File: src/rtl/lenet_pkg.sv
// Shared types and frame geometry for the LeNet-5 capture front end.
package lenet_pkg;

    localparam int IMG_DS_W               = 32;
    localparam int IMG_DS_H               = 32;
    localparam int PIX_PER_FRAME          = IMG_DS_W * IMG_DS_H;
    localparam int DEFAULT_GAP_CYCLES     = 100;
    localparam int DEFAULT_TIMEOUT_CYCLES = 1048576;

    typedef enum logic [2:0] {
        IDLE     = 3'd0,
        WAIT_BUF = 3'd1,
        CAPTURE  = 3'd2,
        GAP      = 3'd3,
        DONE     = 3'd4,
        ERR      = 3'd5
    } seq_state_t;

    // One-hot flag for a ping-pong bank index.
    function automatic logic [1:0] bank_mask(input logic bank);
        return bank ? 2'b10 : 2'b01;
    endfunction

endpackage

File: src/rtl/pingpong_bank_tracker.sv
// Ready flags for the two frame-buffer banks and the bank currently being written.
module pingpong_bank_tracker (
    input  logic       clk,
    input  logic       rst_n,
    input  logic       set_ready,
    input  logic [1:0] rel,
    output logic [1:0] rd_ready,
    output logic       wr_bank
);
    import lenet_pkg::*;

    logic [1:0] rd_ready_r;
    logic       wr_bank_r;
    logic [1:0] set_mask_s;

    // Bank being completed this cycle; a same-cycle set overrides a release.
    always_comb begin
        set_mask_s = 2'b00;
        if (set_ready) begin
            set_mask_s = bank_mask(wr_bank_r);
        end else begin
            set_mask_s = 2'b00;
        end
    end

    // Ready flags and write-bank toggle.
    always_ff @(posedge clk) begin
        if (!rst_n) begin
            rd_ready_r <= 2'b00;
            wr_bank_r  <= 1'b0;
        end else begin
            rd_ready_r <= (rd_ready_r & ~rel) | set_mask_s;
            if (set_ready) begin
                wr_bank_r <= ~wr_bank_r;
            end
        end
    end

    assign rd_ready = rd_ready_r;
    assign wr_bank  = wr_bank_r;

endmodule

File: src/rtl/frame_sequencer.sv
// Capture sequencer: drives the sensor start level, writes pixels into the
// ping-pong buffer, enforces the inter-frame gap, frame limit and stall watchdog.
module frame_sequencer #(
    parameter int PIX_PER_FRAME  = lenet_pkg::PIX_PER_FRAME,
    parameter int ADDR_W         = 10,
    parameter int GAP_CYCLES     = lenet_pkg::DEFAULT_GAP_CYCLES,
    parameter int TIMEOUT_CYCLES = lenet_pkg::DEFAULT_TIMEOUT_CYCLES,
    parameter int FRAME_W        = 8
) (
    input  logic               clk,
    input  logic               rst_n,
    input  logic               cfg_run,
    input  logic [FRAME_W-1:0] cfg_num_frames,
    input  logic               ds_valid,
    input  logic [7:0]         ds_data,
    output logic               sensor_start,
    output logic               buf_we,
    output logic [ADDR_W:0]    buf_addr,
    output logic [7:0]         buf_wdata,
    output logic [1:0]         rd_ready,
    input  logic [1:0]         rd_release,
    output logic               frame_done,
    output logic [FRAME_W-1:0] frame_idx,
    output logic               busy,
    output logic               timeout_err
);
    import lenet_pkg::*;

    localparam int GAP_W = $clog2(GAP_CYCLES + 1);
    localparam int WD_W  = $clog2(TIMEOUT_CYCLES + 1);

    seq_state_t         state_r, state_nx_s;
    logic [ADDR_W-1:0]  pix_cnt_r;
    logic [GAP_W-1:0]   gap_cnt_r;
    logic [WD_W-1:0]    wd_cnt_r;
    logic               sensor_start_r, buf_we_r, frame_done_r, busy_r, timeout_err_r;
    logic [ADDR_W:0]    buf_addr_r;
    logic [7:0]         buf_wdata_r;
    logic [FRAME_W-1:0] frame_idx_r;

    logic               accept_s, frame_end_s, wd_expire_s, gap_end_s, limit_hit_s;
    logic [1:0]         rd_ready_s;
    logic               wr_bank_s;

    assign accept_s    = (state_r == CAPTURE) && ds_valid;
    assign frame_end_s = accept_s && (pix_cnt_r == ADDR_W'(PIX_PER_FRAME - 1));
    assign wd_expire_s = (state_r == CAPTURE) && !ds_valid && (wd_cnt_r == WD_W'(TIMEOUT_CYCLES - 1));
    assign gap_end_s   = (gap_cnt_r == GAP_W'(GAP_CYCLES - 1));
    assign limit_hit_s = (cfg_num_frames != {FRAME_W{1'b0}}) && (frame_idx_r == cfg_num_frames);

    pingpong_bank_tracker u_banks (
        .clk       (clk),
        .rst_n     (rst_n),
        .set_ready (frame_end_s),
        .rel       (rd_release),
        .rd_ready  (rd_ready_s),
        .wr_bank   (wr_bank_s)
    );

    // Next-state selection; capture only starts into a bank the consumer has freed.
    always_comb begin
        state_nx_s = state_r;
        case (state_r)
            IDLE: begin
                if (cfg_run) begin
                    state_nx_s = rd_ready_s[wr_bank_s] ? WAIT_BUF : CAPTURE;
                end else begin
                    state_nx_s = IDLE;
                end
            end
            WAIT_BUF: begin
                if (!cfg_run) begin
                    state_nx_s = IDLE;
                end else if (!rd_ready_s[wr_bank_s]) begin
                    state_nx_s = CAPTURE;
                end else begin
                    state_nx_s = WAIT_BUF;
                end
            end
            CAPTURE: begin
                if (frame_end_s) begin
                    state_nx_s = GAP;
                end else if (wd_expire_s) begin
                    state_nx_s = ERR;
                end else begin
                    state_nx_s = CAPTURE;
                end
            end
            GAP: begin
                if (!gap_end_s) begin
                    state_nx_s = GAP;
                end else if (limit_hit_s) begin
                    state_nx_s = DONE;
                end else if (!cfg_run) begin
                    state_nx_s = IDLE;
                end else begin
                    state_nx_s = rd_ready_s[wr_bank_s] ? WAIT_BUF : CAPTURE;
                end
            end
            DONE, ERR: begin
                if (!cfg_run) begin
                    state_nx_s = IDLE;
                end else begin
                    state_nx_s = state_r;
                end
            end
            default: state_nx_s = IDLE;
        endcase
    end

    // State, counters and registered outputs.
    always_ff @(posedge clk) begin
        if (!rst_n) begin
            state_r        <= IDLE;
            pix_cnt_r      <= {ADDR_W{1'b0}};
            gap_cnt_r      <= {GAP_W{1'b0}};
            wd_cnt_r       <= {WD_W{1'b0}};
            sensor_start_r <= 1'b0;
            buf_we_r       <= 1'b0;
            buf_addr_r     <= {(ADDR_W + 1){1'b0}};
            buf_wdata_r    <= 8'd0;
            frame_done_r   <= 1'b0;
            frame_idx_r    <= {FRAME_W{1'b0}};
            busy_r         <= 1'b0;
            timeout_err_r  <= 1'b0;
        end else begin
            state_r        <= state_nx_s;
            sensor_start_r <= (state_nx_s == CAPTURE);
            busy_r         <= (state_nx_s != IDLE);
            buf_we_r       <= accept_s;
            frame_done_r   <= frame_end_s;
            if (accept_s) begin
                buf_addr_r  <= {wr_bank_s, pix_cnt_r};
                buf_wdata_r <= ds_data;
            end
            if (frame_end_s || wd_expire_s) begin
                pix_cnt_r <= {ADDR_W{1'b0}};
            end else if (accept_s) begin
                pix_cnt_r <= pix_cnt_r + ADDR_W'(1);
            end
            // Watchdog restarts on every pixel and whenever capture is (re)entered.
            if ((state_r != CAPTURE) || ds_valid) begin
                wd_cnt_r <= {WD_W{1'b0}};
            end else begin
                wd_cnt_r <= wd_cnt_r + WD_W'(1);
            end
            if ((state_r == GAP) && !gap_end_s) begin
                gap_cnt_r <= gap_cnt_r + GAP_W'(1);
            end else begin
                gap_cnt_r <= {GAP_W{1'b0}};
            end
            if ((state_r == IDLE) && (state_nx_s != IDLE)) begin
                frame_idx_r <= {FRAME_W{1'b0}};
            end else if (frame_end_s && (frame_idx_r != {FRAME_W{1'b1}})) begin
                frame_idx_r <= frame_idx_r + FRAME_W'(1);
            end
            if (wd_expire_s) begin
                timeout_err_r <= 1'b1;
            end else if ((state_r == ERR) && !cfg_run) begin
                timeout_err_r <= 1'b0;
            end
        end
    end

    assign sensor_start = sensor_start_r;
    assign buf_we       = buf_we_r;
    assign buf_addr     = buf_addr_r;
    assign buf_wdata    = buf_wdata_r;
    assign rd_ready     = rd_ready_s;
    assign frame_done   = frame_done_r;
    assign frame_idx    = frame_idx_r;
    assign busy         = busy_r;
    assign timeout_err  = timeout_err_r;

endmodule

File: config.mk
export PLATFORM = sky130hd
export DESIGN_NAME = frame_sequencer
export DESIGN_NICKNAME = d
export VERILOG_FILES = /design/src/rtl/lenet_pkg.sv /design/src/rtl/pingpong_bank_tracker.sv /design/src/rtl/frame_sequencer.sv
export SDC_FILE = /design/constraint.sdc
export NUM_CORES = 1
export LEC_CHECK = 0
export BUFFER_PORTS_ARGS = -buffer_cell sky130_fd_sc_hd__clkbuf_2
export CAP_MARGIN = 40
export CORE_MARGIN = 3
export CORE_UTILIZATION = 40
export CTS_BUF_LIST = sky130_fd_sc_hd__clkbuf_8
export DETAILED_ROUTE_END_ITERATION = 16
export PLACE_DENSITY_LB_ADDON = 0.1
export SLEW_MARGIN = 20
export SYNTH_ARGS = -nofsm -noshare
export SYNTH_HDL_FRONTEND = slang
export SYNTH_SLANG_ARGS = --single-unit
File: constraint.sdc
create_clock -name clk -period 2.3 [get_ports clk]
set_input_delay 0.23 -clock clk [delete_from_list [all_inputs] [get_ports clk]]
set_output_delay 0.23 -clock clk [all_outputs]
set_load 0.02 [all_outputs]
# Word-level counts from Yosys, hierarchy flattened
# Cells that the tools add are included.
# W data, S select, Z words.
# op_classes
addsub,4
magnitude_cmp,1
n_eq_ne,12
muxes,14
n_bitwise,5
n_reduce_logical,24
# op_table
op,count
$add A21 B1 Y21 const B,1
$eq A21 B20 Y1 const B,1
$mux W3,5
$pmux W3 S4,1
$add A10 B1 Y10 const B,1
$eq A10 B10 Y1 const B,1
$reduce_or A2 Y1,5
$eq A3 B2 Y1 const B,3
$logic_and A1 B1 Y1,9
$add A8 B1 Y8 const B,1
$eq A8 B8 Y1,1
$mux W2,4
$ne A8 B8 Y1 const B,1
$reduce_bool A8 Y1,1
$add A7 B1 Y7 const B,1
$eq A7 B7 Y1 const B,1
$eq A3 B3 Y1 const B,2
$mux W1,4
$eq A3 B1 Y1 const B,1
$logic_not A1 Y1,3
$logic_not A3 Y1,1
$ne A3 B2 Y1 const B,1
$reduce_bool A3 Y1,1
$and A2 B2 Y2,1
other kinds (7),9
# word_totals
regBits,76
inputBits,22
output_inout_bits,34

# Logic depth before layout (Yosys ltp)
# depth
ltp_word,10
depth_mapped,8
mapped_depth_nobuf,6

# Modules after synthesis
# A second synthesis with hierarchy kept.
# unflattened
hier_cells,387
hier_area_um2,3422.0
# by_module_without_submodules
module,instances,cells_per_inst,area_per_inst_um2,seq_area_each_um2
frame_sequencer,1,376,3296.9,1461.4
pingpong_bank_tracker,1,11,125.1,60.1

# Least setup slack after synthesis
# Ideal clock, no wire load.
# synth_timing
path_kind,reg-to-reg
from,register pix_cnt_r[0]
to,register frame_idx_r[3] (netlist: frame_idx[3])
arrival_time_ns,1.817
required_time_ns,2.144
path_slack_ns,0.327
path_stages_with_launch,8
period_less_slack_ns,1.973
cell_sequence,dfxtp_1 ha_1 nand4_1 or4_4 buf_6 nor4b_2 xnor2_1 a211oi_2
# synth_via
elab_chain_cells,7
elab_cells_between_ends,8
# synth_lines
item,line_no,rtl
"start, declared",frame_sequencer.sv:33,logic [ADDR_W-1:0] pix_cnt_r;
"start signal, assigned",frame_sequencer.sv:115,pix_cnt_r <= {ADDR_W{1'b0}};
"start signal, assigned",frame_sequencer.sv:137,pix_cnt_r <= {ADDR_W{1'b0}};
"start signal, assigned",frame_sequencer.sv:139,pix_cnt_r <= pix_cnt_r + ADDR_W'(1);
$eq A10 B10 Y1 (*),frame_sequencer.sv:46,assign frame_end_s = accept_s && (pix_cnt_r == ADDR_W'(PIX_PER_FRAME - 1));
$logic_and A1 B1 Y1 (*),frame_sequencer.sv:46,
$mux W3,frame_sequencer.sv:81,if (frame_end_s) begin
$pmux W3 S4,frame_sequencer.sv:63,case (state_r)
$reduce_bool A3 Y1,frame_sequencer.sv:152,if ((state_r == IDLE) && (state_nx_s != IDLE)) begin
$logic_and A1 B1 Y1,frame_sequencer.sv:152,
$reduce_or A2 Y1 (no line),--,
"end signal, assigned",frame_sequencer.sv:123,frame_idx_r <= {FRAME_W{1'b0}};
"end signal, assigned",frame_sequencer.sv:153,frame_idx_r <= {FRAME_W{1'b0}};
"end signal, assigned",frame_sequencer.sv:155,frame_idx_r <= frame_idx_r + FRAME_W'(1);
"end, declared",frame_sequencer.sv:39,logic [FRAME_W-1:0] frame_idx_r;
# Mark *: on every way between the ends. The rest lies on a longest branch, timed or not.
# A chain may end at the register's enable or synchronous reset.

# Final worst setup path
# layout_timing
from,register pix_cnt_r[0]
to,register frame_idx_r[5] (netlist: frame_idx[5])
# The elaborated chain is that of the path after synthesis.

==> results.cfg <==
[power]
peakVddDrop_mv = 0.374
p_seq_frac = 0.538
power_density_nw_per_um2 = 620
pwr-share-clk = 0.409
p_switching_mw = 0.603
power.leakage_nw = 1.54
p_int_mw = 1.88
power_frac_comb = 0.053
switching_share = 0.243
p_total_mw = 2.48

[clocking]
cts_sinks = 76
numCtsBuffers = 9
clkLatencyLatePin_ns = 0.35
post_cts_buffers = 0
cts_resized = 0
clk_pin_slew_ns = 0.09
htreeDepth = 3
clock-root-buffer = clkbuf_8
cts_max_path_buffers = 2
cts_tree = done
cts_hold_buffers = 0

[setup_path]
crit_fanout = 9
critPathBufInv = 0
cpLargestDelayFamily = simple AND/OR/NAND/NOR gates
critical_path_class = register to register
startpoint_type = register
endpoint_kind = register
critPathMaxStageDelay_ns = 0.61
crit_arrival_ns = 2.34
crit_chain = ha_1 -> nand4_1 -> or4_4 -> nor4_2 -> xnor2_1 -> a211oi_2
cp_slowest_cell = or4_4
crit_required_ns = 2.52

[synth]
synth_enable_flop_cells = 0
yosys_warnings = 0
yosysUniqueCellTypes = 50
synthCells = 386
syn_avg_cell_area_um2 = 8.72
synth_nets = 412
ys_async_sr_fraction = 0
yosys_register_bits = 76
yosysSeqAreaShare = 0.452
syn-cell-area_um2 = 3370
ys.flop_type = dfxtp_1

[finish]
insertedDiodeCount = 0
stdcell_count = 556
nets = 475
areaGrowthSynthToFinish_pct = 19.0
final_area_um2 = 4010
fillCellCount = 798
drive_gt1_frac = 0.214

[routing]
drtIter0Drc = 148
wire_per_inst_um = 12.9
wl_met3_um = 253
dr_total_vias = 2841
avgViaCountPerCell = 5.11
ant_nets = 0
top_layer = met4
drcViolationCount = 0
wl_met1_um = 3410
dr.pass1.iters = 4
routed_wl_um = 7190
met2_length_um = 3470

[timing]
fmax_mhz = 472
maxSlewViolCount = 0
finalClockSkew_ns = 0.0125
tns_ns = 0
grt_setup_unrepaired = false
setup_violations = 0
fin_hold_ws_ns = 0.103
worstMarginPinSlew_ns = 0.686
maxSlewHeadroom = 0.542
fin_crit_sh = 0.921
hold_viol = 0
period_needed_ns = 2.12

[floorplan]
rows = 32
initial_core_util = 0.425
core_um2 = 7930
ioPinCount = 56
die_x_um = 97.7
die_h_um = 97.7
die_area_um2 = 9550

[min_path]
min_path_type = primary input to register

[place]
placed_cells = 540
port_buffers = 55
gp_congestion = 0.801
place_area_um2 = 3810
dp_hpwl_um = 5220

[grt]
grt_pass1_wl_um = 12400
grt_usage = 0.156
antenna_found_initial = 0
grt_pass1_vias = 2731
grt_max_degree = 29
grt-ovfl-total = 0

[run_status]
status = finished clean

[run]
maxCapViolCount = 0
[placed cells by master, fill, tap and decap left out, types with 13 or more instances in the layout]
cell type	n
a21oi_1	25
nand4_1	14
xnor2_1	15
nor2_1	50
nand2_1	59
buf_4	13
xor2_1	33
nand3_1	16
clkbuf_2	55
dfxtp_1	76
[synth_stat cells (3+ instances only)]
library cell / n / area (um^2)
nor4_1: 4 / 25.0
and2_1: 5 / 31.3
nand2_1: 59 / 221
a211oi_2: 3 / 37.5
clkbuf_1: 11 / 41.3
mux2i_1: 3 / 30.0
a21oi_1: 25 / 125
a211oi_1: 6 / 45.0
and3_1: 9 / 56.3
nand3_1: 16 / 80.1
nor2_1: 50 / 188
nand2b_1: 4 / 25.0
nand4_1: 14 / 87.6
ha_1: 4 / 50.1
inv_1: 4 / 15.0
nor3_1: 5 / 25.0
dfxtp_1: 76 / 1520
xnor2_1: 15 / 131
xor2_1: 33 / 289
[registers in the layout (all words and copies together), names as in the netlist]
| signal | flops |
|---|---|
| wd_cnt_r | 21 |
| buf_addr | 11 |
| pix_cnt_r | 10 |
| buf_wdata | 8 |
| frame_idx | 8 |
| gap_cnt_r | 7 |
| state_r | 3 |
| u_banks.rd_ready | 2 |
| buf_we | 1 |
| busy | 1 |
| frame_done | 1 |
| sensor_start | 1 |
| timeout_err | 1 |
| u_banks.wr_bank | 1 |
[tightest hold or removal path, delay by kind of cell]
kind                   cells  cell delay (ns)
AOI/OAI and AO/OA          1             0.05
buffers and inverters      1             0.08
and+or+nand+nor            1             0.04
[per-stage QoR]
| stage | setup WS (ns) | utilization |
|---|---|---|
| 2_1_floorplan | 0.327 | - |
| 3_3_place_gp | 0.286 | 0.481 |
| 3_5_place_dp | 0.200 | 0.481 |
| 4_1_cts | 0.196 | 0.506 |
| 5_1_grt | 0.0546 | 0.506 |
| 6_report | 0.183 | 0.506 |
[final timing paths]
path / depth (start not counted) / end / slack, ns / startpoint
max: 6 / frame_idx[5] / 0.18 / pix_cnt_r[0]
max reg2reg: 6 / frame_idx[5] / 0.18 / pix_cnt_r[0]
min: 3 / buf_wdata[4] / 0.10 / ds_data[4]
min reg2reg: 1 / gap_cnt_r[0] / 0.44 / gap_cnt_r[0]
[final cells by class]
cell class | count | area (um^2) | area share
inverter | 5 | 18.8 | 0.00468
clock buffer | 9 | 124 | 0.0309
multi-input combinational | 289 | 1770 | 0.441
sequential | 76 | 1520 | 0.380
clock inverter | 7 | 73.8 | 0.0184
tap | 102 | 128 | 0.0318
timing repair buffer | 68 | 373 | 0.0930
[layer usage]
layer / vias up / global-route usage
met5: - / 0
met2: 44 / 0.257
met4: 0 / 0.0490
met3: 5 / 0.0393
li1: 1461 / -
met1: 1331 / 0.203
[power groups by stage]
stage / Clock, mW / Sequential [mW] / Combinational (mW)
after CTS: 1.05 / 1.34 / 0.134
after floorplan: 0 / 1.38 / 0.0675
after detailed placement: 0 / 1.37 / 0.133
final: 1.02 / 1.34 / 0.131
after global placement: 0 / 1.37 / 0.132
after global routing: 1.11 / 1.34 / 0.145
[kinds of logic (layout without fill, tap and decap cells)]
logic type / count (synthesis) / in the layout / synth area share
buffers and inverters: 21 / 89 / 0.0271
muxes: 3 / 3 / 0.00892
AOI/OAI and AO/OA: 52 / 52 / 0.107
adders and majority gates: 4 / 4 / 0.0149
DFF: 76 / 76 / 0.452
xor gates and xnor gates: 48 / 48 / 0.125
and+or+nand+nor: 182 / 182 / 0.265
Power figures use the tool's default switching activity.
